File: src/rtl/btn_conditioner.sv
// Push-button conditioner: two-flop synchroniser, polarity normalisation and a
// per-button debounce FSM producing a clean level, press/release/long events and a toggle bit.
module btn_conditioner #(
  parameter int F_CLK_HZ       = 25_000_000,
  parameter int DEBOUNCE_MS    = 20,
  parameter int LONG_MS        = 1000,
  parameter int ACTIVE_LOW_BTN = 1,
  parameter int N_BTN          = 3
) (
  input  logic             clk,
  input  logic             rst,
  input  logic [N_BTN-1:0] btn_raw,
  output logic [N_BTN-1:0] pressed,
  output logic [N_BTN-1:0] press_pulse,
  output logic [N_BTN-1:0] release_pulse,
  output logic [N_BTN-1:0] long_pulse,
  output logic [N_BTN-1:0] toggle
);

  localparam int DB_TICKS   = (F_CLK_HZ / 1000) * DEBOUNCE_MS;
  localparam int LONG_TICKS = (F_CLK_HZ / 1000) * LONG_MS;
  localparam int DW = (DB_TICKS > 1) ? $clog2(DB_TICKS) : 1;
  localparam int LW = (LONG_TICKS > 1) ? $clog2(LONG_TICKS) : 1;
  localparam logic [DW-1:0] DB_LAST   = DW'(DB_TICKS - 1);
  localparam logic [LW-1:0] LONG_LAST = LW'(LONG_TICKS - 1);
  localparam logic [N_BTN-1:0] IDLE_LVL = (ACTIVE_LOW_BTN != 0) ? '1 : '0;

  typedef enum logic [1:0] {IDLE, PRESS_CHK, HELD, REL_CHK} state_t;

  logic [N_BTN-1:0] sync_1_reg;
  logic [N_BTN-1:0] sync_2_reg;
  logic [N_BTN-1:0] act;

  // Synchroniser resets to the released pad level so reset never looks like a press.
  always_ff @(posedge clk) begin
    if (rst) begin
      sync_1_reg <= IDLE_LVL;
      sync_2_reg <= IDLE_LVL;
    end else begin
      sync_1_reg <= btn_raw;
      sync_2_reg <= sync_1_reg;
    end
  end

  assign act = (ACTIVE_LOW_BTN != 0) ? ~sync_2_reg : sync_2_reg;

  for (genvar gi = 0; gi < N_BTN; gi++) begin : g_btn
    state_t        state_reg;
    logic [DW-1:0] dcnt_reg;
    logic [LW-1:0] lcnt_reg;
    logic          long_done_reg;
    logic          pressed_reg;
    logic          press_reg;
    logic          release_reg;
    logic          long_reg;
    logic          toggle_reg;

    always_ff @(posedge clk) begin
      if (rst) begin
        state_reg     <= IDLE;
        dcnt_reg      <= '0;
        lcnt_reg      <= '0;
        long_done_reg <= 1'b0;
        pressed_reg   <= 1'b0;
        press_reg     <= 1'b0;
        release_reg   <= 1'b0;
        long_reg      <= 1'b0;
        toggle_reg    <= 1'b0;
      end else begin
        press_reg   <= 1'b0;
        release_reg <= 1'b0;
        long_reg    <= 1'b0;
        case (state_reg)
          IDLE: begin
            if (act[gi]) begin
              state_reg <= PRESS_CHK;
              dcnt_reg  <= '0;
            end
          end
          PRESS_CHK: begin
            if (!act[gi]) begin
              state_reg <= IDLE;
            end else if (dcnt_reg == DB_LAST) begin
              state_reg     <= HELD;
              pressed_reg   <= 1'b1;
              press_reg     <= 1'b1;
              toggle_reg    <= ~toggle_reg;
              lcnt_reg      <= '0;
              long_done_reg <= 1'b0;
            end else begin
              dcnt_reg <= dcnt_reg + 1'b1;
            end
          end
          HELD: begin
            if (!act[gi]) begin
              state_reg <= REL_CHK;
              dcnt_reg  <= '0;
            end else if (lcnt_reg == LONG_LAST && !long_done_reg) begin
              long_reg      <= 1'b1;
              long_done_reg <= 1'b1;
            end else if (lcnt_reg < LONG_LAST) begin
              lcnt_reg <= lcnt_reg + 1'b1;
            end
          end
          REL_CHK: begin
            // A bounce back to active resumes the hold; the long counter is frozen meanwhile.
            if (act[gi]) begin
              state_reg <= HELD;
            end else if (dcnt_reg == DB_LAST) begin
              state_reg   <= IDLE;
              pressed_reg <= 1'b0;
              release_reg <= 1'b1;
            end else begin
              dcnt_reg <= dcnt_reg + 1'b1;
            end
          end
          default: state_reg <= IDLE;
        endcase
      end
    end

    assign pressed[gi]       = pressed_reg;
    assign press_pulse[gi]   = press_reg;
    assign release_pulse[gi] = release_reg;
    assign long_pulse[gi]    = long_reg;
    assign toggle[gi]        = toggle_reg;
  end

endmodule

File: config.mk
export PLATFORM = sky130hd
export DESIGN_NAME = btn_conditioner
export DESIGN_NICKNAME = d
export VERILOG_FILES = /design/src/rtl/btn_conditioner.sv
export SDC_FILE = /design/constraint.sdc
export NUM_CORES = 1
export LEC_CHECK = 0
export ABC_CLOCK_PERIOD_IN_PS = 6700
export CAP_MARGIN = 20
export CORE_MARGIN = 4
export CORE_UTILIZATION = 40
export DETAILED_ROUTE_END_ITERATION = 10
export GPL_ROUTABILITY_DRIVEN = 0
export PLACE_DENSITY_LB_ADDON = 0.15
export REMOVE_ABC_BUFFERS = 1
export SLEW_MARGIN = 30
export SYNTH_ARGS = -nofsm -noshare
export SYNTH_HDL_FRONTEND = slang
export SYNTH_SLANG_ARGS = --single-unit
File: constraint.sdc
create_clock -name clk -period 6.7 [get_ports clk]
set_clock_uncertainty 0.1 [all_clocks]
set_input_delay 1.005 -clock clk [delete_from_list [all_inputs] [get_ports clk]]
set_output_delay 1.005 -clock clk [all_outputs]
set_load 0.01 [all_outputs]
==> run_results.csv, run 1 <==
group,metric,value,unit
cts,cts_root_buf,"clkbuf_16",
global_route,busiest_layer,"met2",
global_route,grt_max_degree,65,
sta,fmax,330,MHz
cts,clock_latency,0.43,ns
global_route,gr-total-overflow,0,
logic_synthesis,yosysSeqAreaShare,38.8,%
worst_setup_path,rrSetupSlack,3.67,ns
global_route,grtUsageMet1,23.1,%
floorplan,placementRows,52,
sta,tns,0,ns
sta,slew_viol_final,0,
final_layout,final_cells,1310,
sta,holdWs,0.305,ns
logic_synthesis,yosysMostFrequentCell,"dfxtp_1",
logic_synthesis,async_flop_share,0,%
logic_synthesis,yosys_warnings,0,
worst_setup_path,required,6.95,ns
final_layout,fill_cells,2066,
worst_setup_path,end_kind,"register",
sta,finalCritPeriodShare,45.3,%
worst_setup_path,worstPathArrival,3.29,ns
placement,pre_cts_slack,3.40,ns
power,ir_drop,0.150,mV
worst_setup_path,crit_fanout,21,
detailed_routing,wirelength,19.8,mm
cts,clk_pin_slew,0.06,ns
cts,clockBufferDepth,2,
logic_synthesis,synth-edff-count,0,
worst_hold_path,hp-start,"sync_1_reg[1]$_SDFF_PP1_",
floorplan,die_h,153,um
detailed_routing,vias_per_cell,5.69,
floorplan,die_area,23300,sq um
sta,fin_ws,3.67,ns
final_layout,n_antenna_cell,0,
sta,period_needed,3.03,ns
floorplan,io_pins,20,
final_layout,drive_gt1_share,5.00,%
power,p_total,1970,uW
logic_synthesis,synthTopCellsByCount,"162 x dfxtp_1, 112 x nand2_1, 94 x nor2_1, 65 x nand3_1, 59 x a21oi_1",
worst_setup_path,slowest_stage,"nand3_1",
flow_run,max_cap_violations,0,
logic_synthesis,yosys.area.top_type,"dfxtp_1",
floorplan,core_area,20400,sq um
global_route,grt_pass1_wl,33.4,mm
detailed_routing,wl_per_cell,15.1,um
final_layout,area_growth,10.1,%
detailed_routing,first_pass_iters,5,
cts,cts_resized,0,
logic_synthesis,yosysUniqueCellTypes,64,
sta,finalSetupViolCount,0,
worst_setup_path,crit_start,"g_btn[2].state_reg[0]$_SDFFE_PP0P_",
sta,hold_viol_final,0,
sta,slew_headroom,36.7,%
global_route,grt_pass1_vias,6890,
placement,port_buffers,19,
worst_setup_path,endpoint,"g_btn[2].lcnt_reg[14]$_SDFFE_PP0P_",
sta,rsz0062_at_grt,"false",
cts,numCtsBuffers,17,
logic_synthesis,postSynthAreaPerCell,7.97,sq um
detailed_routing,ant_nets,0,
power,p_leak,0.00299,uW
global_route,gr-usage-met3,3.55,%
cts,clock-sinks,162,
worst_setup_path,crit_path_cell_trace,"inv_1, nand2_1, a2111oi_0, nand3_1, a211o_1, mux2i_1",
logic_synthesis,synth_area,8350,sq um
logic_synthesis,synth_top_flop_cell,"dfxtp_1",
worst_setup_path,slowest_delay,0.77,ns
detailed_routing,drc,0,
global_route,grtUsageMet2,26.5,%
worst_setup_path,rr_endpoint,"g_btn[2].lcnt_reg[14]$_SDFFE_PP0P_",
worst_hold_path,min_path_type,"register to register",
placement,dp.cells,1280,
worst_setup_path,reg2regPathDepth,6,
floorplan,start_util,41.0,%
outcome,status,"finished clean",
logic_synthesis,synth_top_cells_by_area,"dfxtp_1 39%, nand2_1 5.0%, nor2_1 4.2%, nand3_1 3.9%, a21oi_1 3.5%",
sta,worst_slew_pin_slew,0.943,ns
cts,cts_hold_buffers,0,
logic_synthesis,synth_cells,1048,
logic_synthesis,synth_top_area_share,38.8,%
cts,cts_max_level,4,
cts,cts_tree,"done",
floorplan,die_w,153,um
global_route,antenna_found_initial,0,
final_layout,largest_reg_flops,75,
worst_setup_path,crit_type,"register to register",
cts,cts_setup_buffers,0,
logic_synthesis,ys_seq_elements,162,
global_route,grtUsageTotal,16.9,%
worst_setup_path,setup.worst_path.start_class,"register",
power,powerDensity,214,nW/um^2
detailed_routing,first_iter_violations,537,
placement,dpl.hpwl,13.5,mm
final_layout,nets,1040,
worst_setup_path,r2r_start,"g_btn[2].state_reg[0]$_SDFFE_PP0P_",
detailed_routing,vias,7454,
## worst min path at each step
| stage | to | depth (start not counted) |
|---|---|---|
| 2_1_floorplan | sync_2_reg[0]$_SDFF_PP1_ | 1 |
| 3_3_place_gp | sync_2_reg[1]$_SDFF_PP1_ | 1 |
| 3_5_place_dp | sync_2_reg[1]$_SDFF_PP1_ | 1 |
| 4_1_cts | sync_2_reg[1]$_SDFF_PP1_ | 1 |
| 5_1_grt | sync_2_reg[0]$_SDFF_PP1_ | 1 |
| 6_report | sync_2_reg[1]$_SDFF_PP1_ | 1 |
## per-layer routing
metal  up-vias  routed length [um]
met5         -                   0
li1       3819                   -
met1      3450                9830
met3        29                 835
met4         0                 345
met2       156                8740
## cell usage in the layout, fill, tap and decap left out, types with 4 or more instances in the layout
| cell type | netlist | layout |
|---|---|---|
| o21ai_0 | 42 | 41 |
| o31ai_1 | 5 | 5 |
| nand2_1 | 112 | 112 |
| a22oi_1 | 4 | 4 |
| inv_1 | 34 | 34 |
| clkdlybuf4s50_1 | 0 | 18 |
| xor2_1 | 18 | 18 |
| nor3_1 | 31 | 31 |
| buf_4 | 15 | 7 |
| a21o_1 | 8 | 8 |
| a31oi_1 | 28 | 28 |
| o21a_1 | 9 | 9 |
| o41ai_1 | 4 | 4 |
| and3_1 | 27 | 27 |
| o211ai_1 | 17 | 17 |
| and4_1 | 16 | 16 |
| nor3b_1 | 7 | 7 |
| dfxtp_1 | 162 | 162 |
| xnor2_1 | 23 | 23 |
| nor2b_1 | 4 | 4 |
| nor2_1 | 94 | 93 |
| nand2b_1 | 6 | 6 |
| and2_1 | 13 | 13 |
| nand4_1 | 42 | 42 |
| ha_1 | 6 | 6 |
| o311ai_0 | 4 | 4 |
| or3_1 | 22 | 22 |
| or2_2 | 9 | 9 |
| a21oi_1 | 59 | 59 |
| nor4_1 | 17 | 17 |
| nand3_1 | 65 | 65 |
| or4_1 | 15 | 15 |
| clkbuf_8 | 0 | 6 |
| mux2i_1 | 19 | 19 |
| clkbuf_16 | 0 | 17 |
| a41oi_1 | 19 | 19 |
## critical path, delay by kind of cell (launching register included)
family          cells  cell delay (ns)
compound gates      2             1.08
buf+inv             1             0.26
flops               1             0.46
mux                 1             0.11
simple gates        2             0.93
## report_power, final
group | switching, uW | internal (uW) | total, uW
registers | 6.27 | 968 | 974
clock network | 378 | 566 | 944
logic | 34.1 | 17.2 | 51.2
## area by class of cell
cell class | instances | area [sq um] | share of cell area, %
clock buffers | 26 | 519 | 5.65
well taps | 270 | 338 | 3.67
flip-flops and latches | 162 | 3240 | 35.3
clock inverters | 4 | 47.5 | 0.517
repair buffers | 26 | 238 | 2.58
inverters | 34 | 128 | 1.39
multi-input cells | 788 | 4680 | 50.9
## cell families (layout without fill, tap and decap cells)
kind of cell    count (synthesis)  after routing  synth area share (%)
simple gates                  494            494                  30.7
fa+ha+maj                       6              6                 0.899
xor+xnor                       41             41                  4.30
buf+inv                        98             90                  5.21
flops                         162            162                  38.8
compound gates                228            228                  17.8
mux                            19             19                  2.28
## through the flow
stage	util (%)	instance area, sq um
6_report	45.2	9200
5_1_grt	45.2	9200
4_1_cts	45.2	9200
3_5_place_dp	42.4	8630
3_3_place_gp	42.4	8630
2_1_floorplan	-	8050
Note: power is estimated with default switching activity, not from simulation.
==> run 2, diff against run 1 <==
ABC_CLOCK_PERIOD_IN_PS = 2700   (was 6700)
clock period = 2.7 ns   (was 6.7 ns; I/O delays follow)
==> run_results.csv, run 2 (synthesized netlist as in run 1, its figures left out) <==
group,metric,value,unit
cts,clock-sinks,162,
power,ir_drop,0.410,mV
power,power.clock.fraction,48.5,%
worst_setup_path,rrSetupSlack,0.28,ns
cts,numCtsBuffers,17,
global_route,grt_pass1_vias,6976,
final_layout,area_growth,13.1,%
global_route,grt_max_degree,57,
outcome,status,"finished clean",
floorplan,placementRows,52,
global_route,gr-usage-met3,3.32,%
worst_setup_path,setup.worst_path.start_class,"register",
power,switching_share,22.1,%
cts,cts_max_level,4,
cts,clock_latency,0.42,ns
sta,slew_viol_final,0,
sta,period_needed,2.42,ns
worst_hold_path,min_path_type,"register to register",
cts,cts_tree,"done",
final_layout,final_common_cell,"dfxtp_1",
final_layout,n_antenna_cell,0,
worst_setup_path,crit_fanout,14,
detailed_routing,first_iter_violations,580,
final_layout,final_cell_mix,"162 x dfxtp_1, 111 x nand2_1, 93 x nor2_1",
sta,fmax,414,MHz
sta,finalSetupViolCount,0,
sta,holdWs,0.311,ns
detailed_routing,wl_per_cell,15.1,um
sta,worst_slew_pin_slew,0.763,ns
global_route,gr-total-overflow,0,
cts,cts_hold_buffers,0,
power,p_seq_share,48.6,%
power,p_total,4960,uW
global_route,antenna_found_initial,0,
detailed_routing,first_pass_iters,5,
placement,dp.cells,1309,
power,pwr-share-comb,2.9,%
sta,hold_viol_final,0,
sta,finalCritPeriodShare,89.5,%
final_layout,final_cells,1341,
worst_setup_path,rr_endpoint,"g_btn[1].lcnt_reg[10]$_SDFFE_PP0P_",
power,powerDensity,525,nW/um^2
worst_setup_path,r2r_start,"sync_2_reg[1]$_SDFF_PP1_",
cts,cts_root_buf,"clkbuf_16",
placement,placed_area,8860,sq um
floorplan,die_h,153,um
worst_setup_path,reg2regPathDepth,7,
sta,slew_headroom,49.1,%
global_route,grt_pass1_wl,34.7,mm
power,p_sw,1100,uW
placement,port_buffers,19,
power,p_leak,0.00314,uW
final_layout,final_util,46.4,%
detailed_routing,ant_nets,0,
final_layout,nets,1069,
detailed_routing,vias,7539,
final_layout,drive_gt1_share,7.94,%
power,p_int,3870,uW
flow_run,max_cap_violations,0,
worst_setup_path,endpoint,"g_btn[1].lcnt_reg[10]$_SDFFE_PP0P_",
floorplan,core_area,20400,sq um
floorplan,die_w,153,um
detailed_routing,drc,0,
worst_setup_path,crit_type,"register to register",
placement,dpl.hpwl,13.9,mm
worst_setup_path,worstPathArrival,2.66,ns
worst_setup_path,crit_start,"sync_2_reg[1]$_SDFF_PP1_",
floorplan,io_pins,20,
global_route,grtUsageMet2,27.2,%
final_layout,largest_reg_flops,75,
global_route,grtUsageTotal,17.2,%
worst_setup_path,end_kind,"register",
floorplan,die_area,23300,sq um
cts,clk_pin_slew,0.07,ns
final_layout,stdcell_area,9450,sq um
sta,rsz0062_at_grt,"false",
detailed_routing,wirelength,20.3,mm
cts,clockBufferDepth,2,
global_route,busiest_layer,"met2",
detailed_routing,vias_per_cell,5.62,
cts,cts_setup_buffers,0,
worst_setup_path,required,2.95,ns
floorplan,start_util,41.0,%
global_route,grtUsageMet1,24.7,%
[run 2: cell types whose count changed in the layout (fill, tap and decap cells not counted), sizes merged]
cell,before,now
buf,8,37
clkbuf,26,20
clkinv,2,6
clkinvlp,1,3
bufinv,1,2
inv,34,35
[run 2: power groups by stage]
stage               Sequential, uW  Clock, uW  Combinational (uW)
floorplan                     2470          0                67.4
global placement              2470          0                 146
detailed placement            2470          0                 146
CTS                           2410       2470                 146
global route                  2410       2590                 158
finish                        2410       2410                 144
[run 2: routing by layer]
layer,wire [um],vias up
met5,0,-
met4,164,0
met3,704,13
met2,9250,112
met1,10200,3536
li1,-,3878
[run 2: per-stage QoR]
| step | setup WS (ns) | TNS [ns] |
|---|---|---|
| 2_1_floorplan | -0.179 | -3.18 |
| 3_3_place_gp | 0.365 | 0 |
| 3_5_place_dp | 0.245 | 0 |
| 4_1_cts | 0.209 | 0 |
| 5_1_grt | 0.0490 | 0 |
| 6_report | 0.285 | 0 |
[run 2: how the worst min path moves through the flow]
stage / end / from / depth (start not counted)
6_report: sync_2_reg[2]$_SDFF_PP1_ / sync_1_reg[2]$_SDFF_PP1_ / 1
5_1_grt: sync_2_reg[0]$_SDFF_PP1_ / sync_1_reg[0]$_SDFF_PP1_ / 1
4_1_cts: sync_2_reg[2]$_SDFF_PP1_ / sync_1_reg[2]$_SDFF_PP1_ / 1
3_5_place_dp: sync_2_reg[2]$_SDFF_PP1_ / sync_1_reg[2]$_SDFF_PP1_ / 1
3_3_place_gp: sync_2_reg[2]$_SDFF_PP1_ / sync_1_reg[2]$_SDFF_PP1_ / 1
2_1_floorplan: sync_2_reg[0]$_SDFF_PP1_ / sync_1_reg[0]$_SDFF_PP1_ / 1
[run 2: cell type report]
| class | count | area, sq um |
|---|---|---|
| timing repair buffer | 55 | 468 |
| tap | 270 | 338 |
| clock buffer | 20 | 457 |
| fill | 1984 | 10900 |
| clock inverter | 12 | 133 |
| sequential | 162 | 3240 |
| inverter | 34 | 128 |
| multi-input combinational | 788 | 4680 |
[run 2: timing repair]
| action | 4_1_cts | 5_1_grt |
|---|---|---|
| setup endpoints to repair | 0 | 4 |
| gates resized for setup | 0 | 1 |
| hold endpoints to repair | 0 | 0 |
[run 2: worst max-delay path, cell delays in order, from the launching register on]
cell	delay (ns)
dfxtp_1	0.38
nor3b_1	0.32
buf_4	0.18
o221ai_1	0.14
a21oi_1	0.29
nand2_2	0.23
or4_1	0.55
a21oi_1	0.15
